[src/rtl/timestamp_capture_feeder.sv]
// Free-running sample timestamp with snapshot capture and ready/enable hand-off to a CDC synchroniser.
// Optional TIMESTAMP_CAPTURE_DROP_COUNT_EN adds a saturating dropped-capture counter port.
module timestamp_capture_feeder #(
  parameter int TS_WIDTH       = 64,
  parameter int DROP_CNT_WIDTH = 16
) (
  input  logic                      clk,
  input  logic                      resetn,
  input  logic                      sample_valid,
  input  logic                      capture,
  input  logic                      cdc_ready,
  output logic                      cdc_enable,
  output logic [TS_WIDTH-1:0]       cdc_data,
  output logic [TS_WIDTH-1:0]       timestamp,
  output logic                      overflow,
  input  logic                      clear_overflow
`ifdef TIMESTAMP_CAPTURE_DROP_COUNT_EN
  ,
  output logic [DROP_CNT_WIDTH-1:0] drop_count
`endif
);

  typedef enum logic {IDLE = 1'b0, PENDING = 1'b1} state_e;

  state_e              state_q, state_d;
  logic [TS_WIDTH-1:0] ts;
  logic                load;
  logic                drop;

  assign timestamp  = ts;
  assign cdc_enable = (state_q == PENDING);

  always_ff @(posedge clk or negedge resetn) begin
    if (!resetn) state_q <= IDLE;
    else         state_q <= state_d;
  end

  // A completing edge with a fresh capture reloads instead of dropping.
  always_comb begin
    state_d = state_q;
    load    = 1'b0;
    drop    = 1'b0;
    unique case (state_q)
      IDLE: begin
        if (capture) begin
          load    = 1'b1;
          state_d = PENDING;
        end
      end
      PENDING: begin
        if (cdc_ready) begin
          if (capture) load    = 1'b1;
          else         state_d = IDLE;
        end else if (capture) begin
          drop = 1'b1;
        end
      end
      default: state_d = IDLE;
    endcase
  end

  always_ff @(posedge clk or negedge resetn) begin
    if (!resetn) begin
      ts       <= '0;
      cdc_data <= '0;
    end else begin
      if (sample_valid) ts       <= ts + TS_WIDTH'(1);
      if (load)         cdc_data <= ts;
    end
  end

  always_ff @(posedge clk or negedge resetn) begin
    if (!resetn)             overflow <= 1'b0;
    else if (drop)           overflow <= 1'b1;
    else if (clear_overflow) overflow <= 1'b0;
  end

`ifdef TIMESTAMP_CAPTURE_DROP_COUNT_EN
  // A drop coinciding with a clear restarts the count at one.
  always_ff @(posedge clk or negedge resetn) begin
    if (!resetn) begin
      drop_count <= '0;
    end else if (drop) begin
      if (clear_overflow)       drop_count <= DROP_CNT_WIDTH'(1);
      else if (drop_count != '1) drop_count <= drop_count + DROP_CNT_WIDTH'(1);
    end else if (clear_overflow) begin
      drop_count <= '0;
    end
  end
`endif

endmodule
[config.mk]
export PLATFORM = sky130hd
export DESIGN_NAME = timestamp_capture_feeder
export DESIGN_NICKNAME = d
export VERILOG_FILES = /design/src/rtl/timestamp_capture_feeder.sv
export SDC_FILE = /design/constraint.sdc
export NUM_CORES = 1
export LEC_CHECK = 0
export BUFFER_PORTS_ARGS = -buffer_cell sky130_fd_sc_hd__clkbuf_2
export CAP_MARGIN = 25
export CELL_PAD_IN_SITES_DETAIL_PLACEMENT = 1
export CELL_PAD_IN_SITES_GLOBAL_PLACEMENT = 2
export CORE_UTILIZATION = 31
export DETAILED_ROUTE_END_ITERATION = 7
export PLACE_DENSITY_LB_ADDON = 0.08
export SETUP_SLACK_MARGIN = 0.3
export SYNTH_ARGS = -nofsm -noshare
export SYNTH_HDL_FRONTEND = slang
export SYNTH_SLANG_ARGS = --single-unit
export TNS_END_PERCENT = 10
[constraint.sdc]
create_clock -name clk -period 1.9 [get_ports clk]
set_input_delay 0.38 -clock clk [delete_from_list [all_inputs] [get_ports clk]]
set_output_delay 0.38 -clock clk [all_outputs]
set_load 0.05 [all_outputs]
Word-level counts from Yosys, hierarchy flattened:

Cells that the tools add are included.
W data, S select, Z words.

* divide/modulo/power cells: 0
* add/sub/neg operators: 1
* eq/ne operators: 0
* magnitude comparators: 0
* multiply operators: 0
* reductions and logical operators: 1
* shifts and indexed selects: 0
* bitwise logic cells: 1
* mux-type cells: 9

Operators with widths (count)
* $add A64 B1 Y64 const B: 1
* $mux W1: 7
* $pmux W1 S2: 2
* $reduce_bool A2 Y1: 1
* $not A1 Y1: 1

* bits in latches: 0
* memories: 0
* bits of input ports: 6
* output and inout bits: 130
* bits in read-only memories: 0
* register bits after elaboration: 130
* bits in writable memories: 0
* word-level logic and storage cells: 16

Logic depth before layout (Yosys ltp):

* depth in word-level cells: 4
* depth in mapped cells: 6
* mapped depth without buffers: 6

Worst setup path after synthesis:

No wires, ideal clock.

* path kind: register to register
* from: reg ts[3], in the netlist timestamp[3]
* to: reg ts[29], in the netlist timestamp[29]
* arrival: 2.331 ns
* required time: 1.818 ns
* path slack: -0.513 ns
* setup time: 0.082 ns
* cell stages (with the launch flop): 6
* period minus slack after synthesis: 2.413 ns
* path buffers: 0
* path through: dfrtp_1 nand3_2 or4_4 or4b_1 nor2_1 xor2_1

* longest elaborated chain between the ends: 1

Ends and longest elaborated chain
* start, declared: line 26 `logic [TS_WIDTH-1:0] ts;`
* start signal, assigned: line 67 `if (sample_valid) ts <= ts + TS_WIDTH'(1);`
* $add A64 B1 Y64: line 67

No other way between the ends.
A chain may end at the register's enable or synchronous reset.

Worst setup path in the final report:

* from: reg ts[12], in the netlist timestamp[12]
* to: reg ts[29], in the netlist timestamp[29]

The elaborated chain is that of the path after synthesis.

==> summary.md <==
| Metric | Value |
|---|---|
| Status | complete, but fails checks |
| Failing checks | setup timing |
| R2R Setup Slk | -20 ps |
| Required time of the critical path | 2240 ps |
| Die Y | 135 µm |
| Ys Warns | 0 |
| WL final | 16400 µm |
| Hold WS | 168 ps |
| Core area | 0.0173 mm² |
| Hold Path Class | in2reg |
| Area Overhead vs Synth | 54.3% |
| Std cell rows | 48 |
| CP delay by family, top | simple AND/OR/NAND/NOR gates |
| Min Clock Period, post-route | 1920 ps |
| Max-slew violation count | 0 |
| Fmax achieved | 522 MHz |
| Routed vias | 4406 |
| Distinct cell type count after synthesis | 29 |
| Total nets after synthesis | 447 |
| # diodes | 0 |
| Initial antenna violation count | 0 |
| Clk root buf | clkbuf_16 |
| Hold depth | 2 |
| Area leader, netlist | dfrtp_1 |
| I/O Pins | 136 |
| R2R Path End | timestamp[29] |
| Hold path start | clear_overflow |
| Initial Util | 31.6% |
| Routed WL per cell | 17.7 µm |
| CP Class | reg2reg |
| Clock Path Buffers | 2 |
| Proportion of layout cells with a drive suffix above 1 | 60.5% |
| Total global routing overflow | 0 |
| Gr usage total | 18.4% |
| Die X | 135 µm |
| Worst-Margin Slew | 351 ps |
| Hold endpoint | overflow |
| Die Area | 0.0182 mm² |
| Port Buffers | 135 |
| RSZ-0062 raised after global routing | yes |
| Reg-to-Reg Start | timestamp[12] |
| Flops & latches, synth | 130 |
| Synth area leaders | dfrtp_1 59%, mux2_2 12%, xnor2_1 5.3% |
| Synth Flop Type | dfrtp_1 |
| Gpl congestion | 0.786 |
| PD cells | 894 mW/mm² |
| Startpoint type of the worst setup path | register |
| Detailed Place HPWL | 11400 µm |
| Number of synthesized flops with an enable pin | 0 |
| Worst-path clk slew | 50 ps |
| CP max FO | 4 |
| Worst path max stage delay | 580 ps |
| Vias per cell | 4.76 |
| Final period util | 101% |
| DRC Markers | 0 |
| Antenna-violating nets left | 0 |
| CP Cell Sequence | nand2_2, or4_4, or4b_4, nor2_4, xor2_1 |
| Final setup fails | 2 |
| Clock Skew | 8.07 ps |
| Mapped Area | 0.00547 mm² |
| Critical path's slowest cell | or4_4 |
| Clock Latency Late Sink | 420 ps |
| Worst Path Arrival | 2260 ps |
| CTS tree | built |
| Drt pass-1 iters | 4 |
| Largest net degree at the start of global routing | 57 |
| Post-Syn Instances | 440 |
| Slew margin rel. | 76.6% |
| Num Clock Sinks | 130 |
| Vias in the first global route | 4616 |
| Worst-case reg-to-reg path depth | 5 |
| PnR worst setup slack | -17.5 ps |
| CTS Buf Count | 17 |
| Iter 0 DRT Violations | 77 |
| Fin Setup TNS | -18.3 ps |
| Max Cap Viol | 0 |
| VDD IR max | 0.823 mV |
| CTS H-Tree Depth | 4 |
| Final Hold Viols | 0 |
| Syn Area/Cell | 12.4 µm² |
| Async set-reset flop share out of synthesis | 100% |
| Post-synthesis sequential area ratio | 59.4% |
| Endpoint class of the critical path | register |
| Top cell type's share of synthesized area | 59.4% |
| Final net count | 695 |
| First-pass GRT wire length | 25300 µm |
| CP Buf/Inv Count | 0 |
| LEAKAGE | 4.28 nW |
[state kept, by name, summed over array words and instances (netlist names)]
name and cells:
overflow 1, cdc_data 64, cdc_enable 1, timestamp 64
[through the flow]
step	total power, W	instances	instance area [µm²]	utilization (%)	setup WS, ps
after floorplan	0.00392	440	5550	-	-271
after CTS	0.00753	911	7920	45.8	-26.3
after global placement	0.00437	869	7120	41.2	-124
after global routing	0.00784	926	8440	48.8	-85.1
after detailed placement	0.00439	869	7120	41.2	-89.3
final	0.00755	926	8440	48.8	-17.5
[layer usage]
| metal | vias to the layer above | wire, µm | part of all wire [%] | GRT usage, % |
|---|---|---|---|---|
| met1 | 2246 | 6910 | 42 | 22.7 |
| met4 | 0 | 248 | 1.5 | 7.43 |
| met2 | 91 | 8700 | 53 | 31.1 |
| met3 | 18 | 559 | 3.4 | 4.13 |
| met5 | - | 0 | 0 | 0 |
| li1 | 2051 | - | - | - |
[cell usage in the layout (no fill, tap or decap), drive strengths merged, types with 6 or more instances in the layout]
cell type / count
nand2: 33
nand3: 29
mux2: 58
nand4: 28
xnor2: 33
clkbuf: 117
nor4: 14
nor3: 12
dfrtp: 130
nor2: 26
xor2: 30
o21ai: 7
buf: 149
inv: 10
and3: 6
[cells by family (layout without fill, tap and decap cells)]
logic type,Yosys count,after routing,synth area share [%]
buffers and inverters,21,282,1.49
XOR/XNOR,63,63,10.1
AND/OR/NAND/NOR,159,159,16.1
adder cells (fa/ha/maj),1,1,0.229
multiplexers,58,58,11.9
flip-flops,130,130,59.4
AO/OA/AOI/OAI,8,8,0.754
[where the power goes]
part | internal, W | total, W | leakage, nW | switching [W]
Combinational | 0.000456 | 0.00141 | 2.31 | 0.000951
Sequential | 0.00293 | 0.00303 | 1.70 | 0.0000919
Clock | 0.00193 | 0.00312 | 0.271 | 0.00118
[layout make-up]
cell class	instances	area, µm²
clock buffer	27	503
multi-input combinational	289	2530
sequential	130	3300
clock inverter	5	52.6
fill	1843	8850
timing repair buffer	240	1740
inverter	10	37.5
tap	225	282
[Yosys cell counts (4+ instances only)]
| master | count |
|---|---|
| nand4_1 | 26 |
| xor2_1 | 30 |
| nor4_1 | 12 |
| inv_1 | 10 |
| mux2_2 | 58 |
| and3_1 | 6 |
| or4_1 | 4 |
| dfrtp_1 | 130 |
| nor3_1 | 12 |
| nand3_1 | 27 |
| clkbuf_1 | 7 |
| xnor2_1 | 33 |
| nor2_1 | 26 |
| o21ai_0 | 7 |
| nand2_1 | 33 |
[what timing repair did]
action                                  in CTS  in global routing
pin swaps                                   11                 41
hold endpoints to repair                    32                  0
hold buffers                                 1                  0
setup buffers                                9                 15
endpoints found under the setup margin      96                106
resized for setup                           34                191
[worst max path at each step]
stage / cells past startpoint / slack, ps / end / start
after global placement: 7 / -120 / timestamp[63] / timestamp[34]
after floorplan: 5 / -270 / timestamp[29] / timestamp[8]
final: 5 / -20 / timestamp[29] / timestamp[12]
after CTS: 5 / -30 / timestamp[29] / timestamp[13]
after global routing: 5 / -90 / timestamp[27] / timestamp[4]
after detailed placement: 5 / -90 / timestamp[29] / timestamp[10]
No activity file was read; power rests on OpenSTA's default activity.
